==> config.mk <==
export PLATFORM = sky130hd
export DESIGN_NAME = rs485_half_duplex_ctrl_flat
export DESIGN_NICKNAME = d
export VERILOG_FILES = /design/src/rtl/rs485_half_duplex_ctrl_if.sv /design/src/rtl/rs485_half_duplex_ctrl.sv /design/src/flat_wrapper.sv
export SDC_FILE = /design/constraint.sdc
export NUM_CORES = 1
export LEC_CHECK = 0
export ABC_CLOCK_PERIOD_IN_PS = 2900
export CAP_MARGIN = 15
export CORE_UTILIZATION = 56
export DETAILED_ROUTE_END_ITERATION = 6
export HOLD_SLACK_MARGIN = 0.03
export PLACE_DENSITY = 0.84
export SYNTH_ARGS = -nofsm -noshare
export SYNTH_HDL_FRONTEND = slang
export SYNTH_SLANG_ARGS = --single-unit
==> constraint.sdc <==
create_clock -name clk -period 2.9 [get_ports clk]
set_clock_uncertainty 0.15 [all_clocks]
set_input_delay 0.87 -clock clk [delete_from_list [all_inputs] [get_ports clk]]
set_output_delay 0.87 -clock clk [all_outputs]
set_load 0.02 [all_outputs]
==> src/rtl/rs485_half_duplex_ctrl_if.sv <==
// Bus-side signal bundle of the RS-485 half-duplex controller.
// master: the controller (drives grants, transmitter start and transceiver pins).
// slave : the surrounding requesters, transmitter and transceiver.
interface rs485_half_duplex_ctrl_if;
  logic       req0;
  logic [7:0] data0;
  logic       req1;
  logic [7:0] data1;
  logic       gnt0;
  logic       gnt1;
  logic       rx;
  logic       rdsig;
  logic       tx_busy;
  logic [7:0] tx_data;
  logic       tx_wrsig;
  logic       de;
  logic       re_n;
  logic       busy;
  logic       collision;

  modport master (
    input  req0, data0, req1, data1, rx, rdsig, tx_busy,
    output gnt0, gnt1, tx_data, tx_wrsig, de, re_n, busy, collision
  );

  modport slave (
    output req0, data0, req1, data1, rx, rdsig, tx_busy,
    input  gnt0, gnt1, tx_data, tx_wrsig, de, re_n, busy, collision
  );
endinterface

==> src/rtl/rs485_half_duplex_ctrl.sv <==
// Half-duplex RS-485 bus controller: waits for an idle bus, arbitrates
// round-robin between two byte requesters, drives DE/RE with guard times and
// issues one-cycle transmitter start pulses, with bursts of up to MAX_BURST.
// Optional feature macro: RS485_COLLISION_EN (abort on rx=0 during the pre-guard).
module rs485_half_duplex_ctrl #(
  parameter int unsigned GUARD_CLKS = 32,
  parameter int unsigned IDLE_CLKS  = 176,
  parameter int unsigned MAX_BURST  = 16
) (
  input  logic                        clk,
  input  logic                        rst_n,
  rs485_half_duplex_ctrl_if.master    bus
);

  localparam int unsigned GW = $clog2(GUARD_CLKS + 1);
  localparam int unsigned IW = $clog2(IDLE_CLKS + 1);
  localparam int unsigned BW = $clog2(MAX_BURST + 1);

  typedef enum logic [2:0] {
    S_IDLE       = 3'd0,
    S_WAIT_BUS   = 3'd1,
    S_GUARD_PRE  = 3'd2,
    S_LOAD       = 3'd3,
    S_SEND_START = 3'd4,
    S_SEND_WAIT  = 3'd5,
    S_GUARD_POST = 3'd6
  } state_t;

  state_t        state_q, state_d;
  logic [GW-1:0] guard_q, guard_d;
  logic [BW-1:0] burst_q, burst_d;
  logic          sel_q, sel_d;
  logic          rr_last_q, rr_last_d;
  logic [IW-1:0] idle_q;

  logic          de_q, de_d;
  logic          gnt0_q, gnt0_d;
  logic          gnt1_q, gnt1_d;
  logic          wr_q, wr_d;
  logic          busy_q, busy_d;
  logic          coll_q, coll_d;
  logic [7:0]    txd_q, txd_d;

  logic          bus_free;
  logic          any_req;
  logic          arb_sel;
  logic          sel_req;
  logic          alt_req;
  logic          guard_done;
  logic          burst_ok;
  logic          collide;

  assign any_req    = bus.req0 | bus.req1;
  assign sel_req    = sel_q ? bus.req1 : bus.req0;
  assign alt_req    = sel_q ? bus.req0 : bus.req1;
  assign guard_done = (guard_q == GW'(GUARD_CLKS - 1));
  // Re-arbitration inside the post guard only follows a sent byte, never an abort.
  assign burst_ok   = (burst_q != '0) && (burst_q < BW'(MAX_BURST));
  assign bus_free   = (idle_q == IW'(IDLE_CLKS));

`ifdef RS485_COLLISION_EN
  assign collide = ~bus.rx;
`else
  assign collide = 1'b0;
`endif

  // Round-robin pick: a lone requester wins, a tie goes to the one not served last.
  always_comb begin
    arb_sel = 1'b0;
    if (bus.req0 && bus.req1) begin
      arb_sel = ~rr_last_q;
    end else if (bus.req1) begin
      arb_sel = 1'b1;
    end
  end

  // Bus-idle counter; held at zero while we drive, so it restarts when DE falls.
  always_ff @(posedge clk or negedge rst_n) begin
    if (!rst_n) begin
      idle_q <= '0;
    end else if (!bus.rx || bus.rdsig || de_q) begin
      idle_q <= '0;
    end else if (!bus_free) begin
      idle_q <= idle_q + IW'(1);
    end
  end

  // State, counter and output registers.
  always_ff @(posedge clk or negedge rst_n) begin
    if (!rst_n) begin
      state_q   <= S_IDLE;
      guard_q   <= '0;
      burst_q   <= '0;
      sel_q     <= 1'b0;
      rr_last_q <= 1'b1;
      de_q      <= 1'b0;
      gnt0_q    <= 1'b0;
      gnt1_q    <= 1'b0;
      wr_q      <= 1'b0;
      busy_q    <= 1'b0;
      coll_q    <= 1'b0;
      txd_q     <= 8'h00;
    end else begin
      state_q   <= state_d;
      guard_q   <= guard_d;
      burst_q   <= burst_d;
      sel_q     <= sel_d;
      rr_last_q <= rr_last_d;
      de_q      <= de_d;
      gnt0_q    <= gnt0_d;
      gnt1_q    <= gnt1_d;
      wr_q      <= wr_d;
      busy_q    <= busy_d;
      coll_q    <= coll_d;
      txd_q     <= txd_d;
    end
  end

  // Next-state and counter update.
  always_comb begin
    state_d   = state_q;
    guard_d   = guard_q;
    burst_d   = burst_q;
    sel_d     = sel_q;
    rr_last_d = rr_last_q;
    unique case (state_q)
      S_IDLE: begin
        burst_d = '0;
        if (any_req) begin
          sel_d   = arb_sel;
          state_d = S_WAIT_BUS;
        end
      end
      S_WAIT_BUS: begin
        if (!sel_req) begin
          if (alt_req) begin
            sel_d = ~sel_q;
          end else begin
            state_d = S_IDLE;
          end
        end
        if ((sel_req || alt_req) && bus_free) begin
          state_d = S_GUARD_PRE;
          guard_d = '0;
        end
      end
      S_GUARD_PRE: begin
        guard_d = guard_q + GW'(1);
        if (!sel_req && !alt_req) begin
          state_d = S_GUARD_POST;
          guard_d = '0;
        end else begin
          if (!sel_req) begin
            sel_d = ~sel_q;
          end
          if (collide) begin
            state_d = S_GUARD_POST;
            guard_d = '0;
          end else if (guard_done) begin
            state_d = S_LOAD;
          end
        end
      end
      S_LOAD: begin
        burst_d   = burst_q + BW'(1);
        rr_last_d = sel_q;
        state_d   = S_SEND_START;
      end
      S_SEND_START: begin
        if (bus.tx_busy) begin
          state_d = S_SEND_WAIT;
        end
      end
      S_SEND_WAIT: begin
        if (!bus.tx_busy) begin
          state_d = S_GUARD_POST;
          guard_d = '0;
        end
      end
      S_GUARD_POST: begin
        guard_d = guard_q + GW'(1);
        if (any_req && burst_ok) begin
          sel_d   = arb_sel;
          state_d = S_LOAD;
        end else if (guard_done) begin
          burst_d = '0;
          state_d = S_IDLE;
        end
      end
      default: begin
        state_d = S_IDLE;
      end
    endcase
  end

  // Output register inputs; the LOAD cycle is launched one clock later so
  // tx_wrsig lands GUARD_CLKS+1 clocks after DE rises.
  always_comb begin
    de_d   = (state_d == S_GUARD_PRE)  || (state_d == S_LOAD) ||
             (state_d == S_SEND_START) || (state_d == S_SEND_WAIT) ||
             (state_d == S_GUARD_POST);
    busy_d = (state_d != S_IDLE);
    wr_d   = (state_q == S_LOAD);
    gnt0_d = (state_q == S_LOAD) && !sel_q;
    gnt1_d = (state_q == S_LOAD) && sel_q;
    txd_d  = txd_q;
    if (state_q == S_LOAD) begin
      txd_d = sel_q ? bus.data1 : bus.data0;
    end
`ifdef RS485_COLLISION_EN
    coll_d = (state_q == S_GUARD_PRE) && (sel_req || alt_req) && collide;
`else
    coll_d = 1'b0;
`endif
  end

  assign bus.de        = de_q;
  assign bus.re_n      = de_q;
  assign bus.gnt0      = gnt0_q;
  assign bus.gnt1      = gnt1_q;
  assign bus.tx_wrsig  = wr_q;
  assign bus.tx_data   = txd_q;
  assign bus.busy      = busy_q;
  assign bus.collision = coll_q;

endmodule

==> src/flat_wrapper.sv <==
// flat-port wrapper written by rule: the top's interface ports become plain ports
module rs485_half_duplex_ctrl_flat 
#(
  parameter int unsigned GUARD_CLKS = 32,
  parameter int unsigned IDLE_CLKS  = 176,
  parameter int unsigned MAX_BURST  = 16
)
  (clk, rst_n, bus_req0, bus_data0, bus_req1, bus_data1, bus_rx, bus_rdsig, bus_tx_busy, bus_gnt0, bus_gnt1, bus_tx_data, bus_tx_wrsig, bus_de, bus_re_n, bus_busy, bus_collision);
  rs485_half_duplex_ctrl_if bus_i ();
  input  logic clk;
  input  logic rst_n;
  input wire logic [$bits(bus_i.req0)-1:0] bus_req0;
  input wire logic [$bits(bus_i.data0)-1:0] bus_data0;
  input wire logic [$bits(bus_i.req1)-1:0] bus_req1;
  input wire logic [$bits(bus_i.data1)-1:0] bus_data1;
  input wire logic [$bits(bus_i.rx)-1:0] bus_rx;
  input wire logic [$bits(bus_i.rdsig)-1:0] bus_rdsig;
  input wire logic [$bits(bus_i.tx_busy)-1:0] bus_tx_busy;
  output wire logic [$bits(bus_i.gnt0)-1:0] bus_gnt0;
  output wire logic [$bits(bus_i.gnt1)-1:0] bus_gnt1;
  output wire logic [$bits(bus_i.tx_data)-1:0] bus_tx_data;
  output wire logic [$bits(bus_i.tx_wrsig)-1:0] bus_tx_wrsig;
  output wire logic [$bits(bus_i.de)-1:0] bus_de;
  output wire logic [$bits(bus_i.re_n)-1:0] bus_re_n;
  output wire logic [$bits(bus_i.busy)-1:0] bus_busy;
  output wire logic [$bits(bus_i.collision)-1:0] bus_collision;
  assign bus_i.req0 = bus_req0;
  assign bus_i.data0 = bus_data0;
  assign bus_i.req1 = bus_req1;
  assign bus_i.data1 = bus_data1;
  assign bus_i.rx = bus_rx;
  assign bus_i.rdsig = bus_rdsig;
  assign bus_i.tx_busy = bus_tx_busy;
  assign bus_gnt0 = bus_i.gnt0;
  assign bus_gnt1 = bus_i.gnt1;
  assign bus_tx_data = bus_i.tx_data;
  assign bus_tx_wrsig = bus_i.tx_wrsig;
  assign bus_de = bus_i.de;
  assign bus_re_n = bus_i.re_n;
  assign bus_busy = bus_i.busy;
  assign bus_collision = bus_i.collision;
  rs485_half_duplex_ctrl #(.GUARD_CLKS(GUARD_CLKS), .IDLE_CLKS(IDLE_CLKS), .MAX_BURST(MAX_BURST)) u_core (.clk(clk), .rst_n(rst_n), .bus(bus_i));
endmodule
==> flow_summary.toml <==
[status]
status = "finished, final reports clean"

[cts]
clock_latency_ns = 0.30
cts_max_level = 2
cts_tree = "yes"
clock_path_buffers = 2
postCtsSetupBuffers = 0
clk_pin_slew_ns = 0.08
clkSinkCount = 37
cts_resized = 0
holdBufCountCts = 0
numCtsBuffers = 5
cts_root_buf = "clkbuf_8"

[placement]
port-buffer-count = 36
place_inst = 292
gp_congestion = 0.780
hpwl_mm = 3.02
dp_slack_ns = 0.173

[die]
die_area_um2 = 4060
core.rowCount = 22
initial_core_util = 0.583
ios = 38
die_y_um = 63.7
core_area_um2 = 3660
die-width_um = 63.7

[yosys]
synth.distinct_cells = 60
synth_area_um2 = 2130
synthCells = 218
yosysWarnings = 0
synth_edf_count = 0
postSynthAreaPerCell_um2 = 9.79
ys_ff_latch = 37
synth_nets = 246
synthFlopType = "dfrtp_1"
synth-seq-area-share = 0.434
ys_async_sr_fraction = 1.00

[finish]
areaGrowthSynthToFinish_pct = 19.9
n_antenna_cell = 0
final_cells = 300
nets = 279
final_cell_mix = "36 x dfrtp_1, 35 x clkdlybuf4s50_1, 21 x nand2_1"
final_common_cell = "dfrtp_1"
drive_gt1_frac = 0.115

[global_route]
grt_pass1_wl_mm = 7.22
grt_overflow = 0
track_usage = 0.230
grt_max_degree = 38
grt_pass1_vias = 1572
antenna_found_initial = 0

[timing]
hold_violations = 0
max_freq_mhz = 415
rsz0062_at_grt = "false"
worstMarginPinSlew_ns = 0.801
slew_headroom = 0.466
setup_viol = 0
layout_min_cycle_time_ns = 2.41
slew_viol_final = 0
setup_tns_ns = 0
worst_slack_ns = 0.493
fin_crit_sh = 0.830

[worst_setup_path]
slowest_delay_ns = 0.52
crit_fanout = 7
cp.required_ns = 2.93
cp-end-kind = "register"
startpoint_type = "input port"
arrival_ns = 2.44
critPathKind = "in2reg"
path_cells = "clkdlybuf4s50_1, nor2_2, o311a_4, o221ai_2, or2_4, nand4b_4"
slowest_stage = "clkdlybuf4s50_1"

[power]
p_leak_nw = 1.10
power.total_mw = 2.24
ir_drop_mv = 0.402
powerDensity_nw_per_um2 = 874

[drt]
post_drt_wl_per_cell_um = 14.2
vias = 1715
ant_nets = 0
firstDrtPassIters = 4
drt_iter0_drc = 105
drc = 0
wl_mm = 4.27
vias_per_cell = 5.72

[hold_path]
hp-class = "reg2reg"

[job]
maxCapViolations = 0
[cell type report]
cell class              instances  area, um2
fillers                       273       1100
inverters                      10       37.5
repair buffers                 38        370
flip-flops and latches         37        927
clock inverters                 3       21.3
clock buffers                   5       68.8
well taps                      48       60.1
multi-input cells             159       1070
[power by group]
group	switching, mW	leakage, nW	internal, mW
logic	0.475	0.579	0.478
clock network	0.198	0.0445	0.170
registers	0.242	0.477	0.673
[cells in the mapped netlist, types with 2 or more instances]
library cell   n  share of area
a21oi_1        7          0.016
a31oi_1        2         0.0059
and3_1         5          0.015
buf_2          2         0.0047
buf_4          2         0.0070
buf_6          5          0.026
dfrtp_1       36           0.42
ha_1           5          0.029
inv_1          9          0.016
mux2i_1       10          0.047
nand2_1       21          0.037
nand2b_1       4          0.012
nand3_1        9          0.021
nand3b_1       2         0.0070
nand4_1        3         0.0088
nor2_1        20          0.035
o21ai_0       13          0.030
o21ai_1       11          0.026
o31ai_1        2         0.0070
xnor2_1        2         0.0082
xor2_1         9          0.037
[flip-flops by register name (all words and copies together), names as in the netlist]
signal / cells
u_core.state_q: 3
u_core.sel_q: 1
u_core.bus.tx_data: 8
u_core.bus.tx_wrsig: 1
u_core.bus.gnt0: 1
u_core.rr_last_q: 1
u_core.guard_q: 6
u_core.bus.busy: 1
u_core.bus.de: 1
u_core.bus.gnt1: 1
u_core.burst_q: 5
u_core.idle_q: 8
[layer usage]
layer,global-route usage,wire (um),vias to the layer above
li1,-,-,828
met1,0.290,1880,832
met2,0.378,2090,46
met3,0.0607,224,9
met4,0.0824,71,0
met5,0,0,-
[stage by stage]
stage               area [um2]  hold WS, ns   util
floorplan                 2130        0.321      -
global placement          2470        0.312  0.674
detailed placement        2470        0.325  0.674
CTS                       2560        0.343  0.699
global route              2560        0.364  0.699
finish                    2560        0.338  0.699
[cell families (layout without fill, tap and decap cells)]
logic type | Yosys count | count (layout) | share of synthesized area
and+or+nand+nor | 81 | 81 | 0.210
AOI/OAI and AO/OA | 50 | 50 | 0.164
DFF | 37 | 37 | 0.434
buffers and inverters | 22 | 56 | 0.0627
xor gates and xnor gates | 11 | 11 | 0.0451
muxes | 11 | 11 | 0.0522
adders and majority gates | 5 | 5 | 0.0293
other | 1 | 1 | 0.00176
[path summary, 6_finish.rpt]
check	startpoint	endpoint	slack, ns	cells past startpoint
setup / recovery	bus_req0	u_core.bus.busy$_DFF_PN0_	0.49	6
setup reg to reg	u_core.idle_q[0]$_DFFE_PN0P_	u_core.guard_q[2]$_DFFE_PN0P_	0.90	7
hold reg to reg	u_core.bus.tx_data[0]$_DFFE_PN0P_	u_core.bus.tx_data[0]$_DFFE_PN0P_	0.34	2
min in group asynchronous	rst_n	u_core.idle_q[5]$_DFFE_PN0P_	0.50	1
hold / removal	u_core.bus.tx_data[0]$_DFFE_PN0P_	u_core.bus.tx_data[0]$_DFFE_PN0P_	0.34	2
max in group asynchronous	rst_n	u_core.bus.gnt1$_DFF_PN0_	1.58	1
[critical path: cells and delay by family]
family | cells | cell delay (ns)
AND/OR/NAND/NOR | 3 | 0.71
buffers and inverters | 1 | 0.52
AO/OA/AOI/OAI | 2 | 0.34
Note: power is estimated with default switching activity, not from simulation.
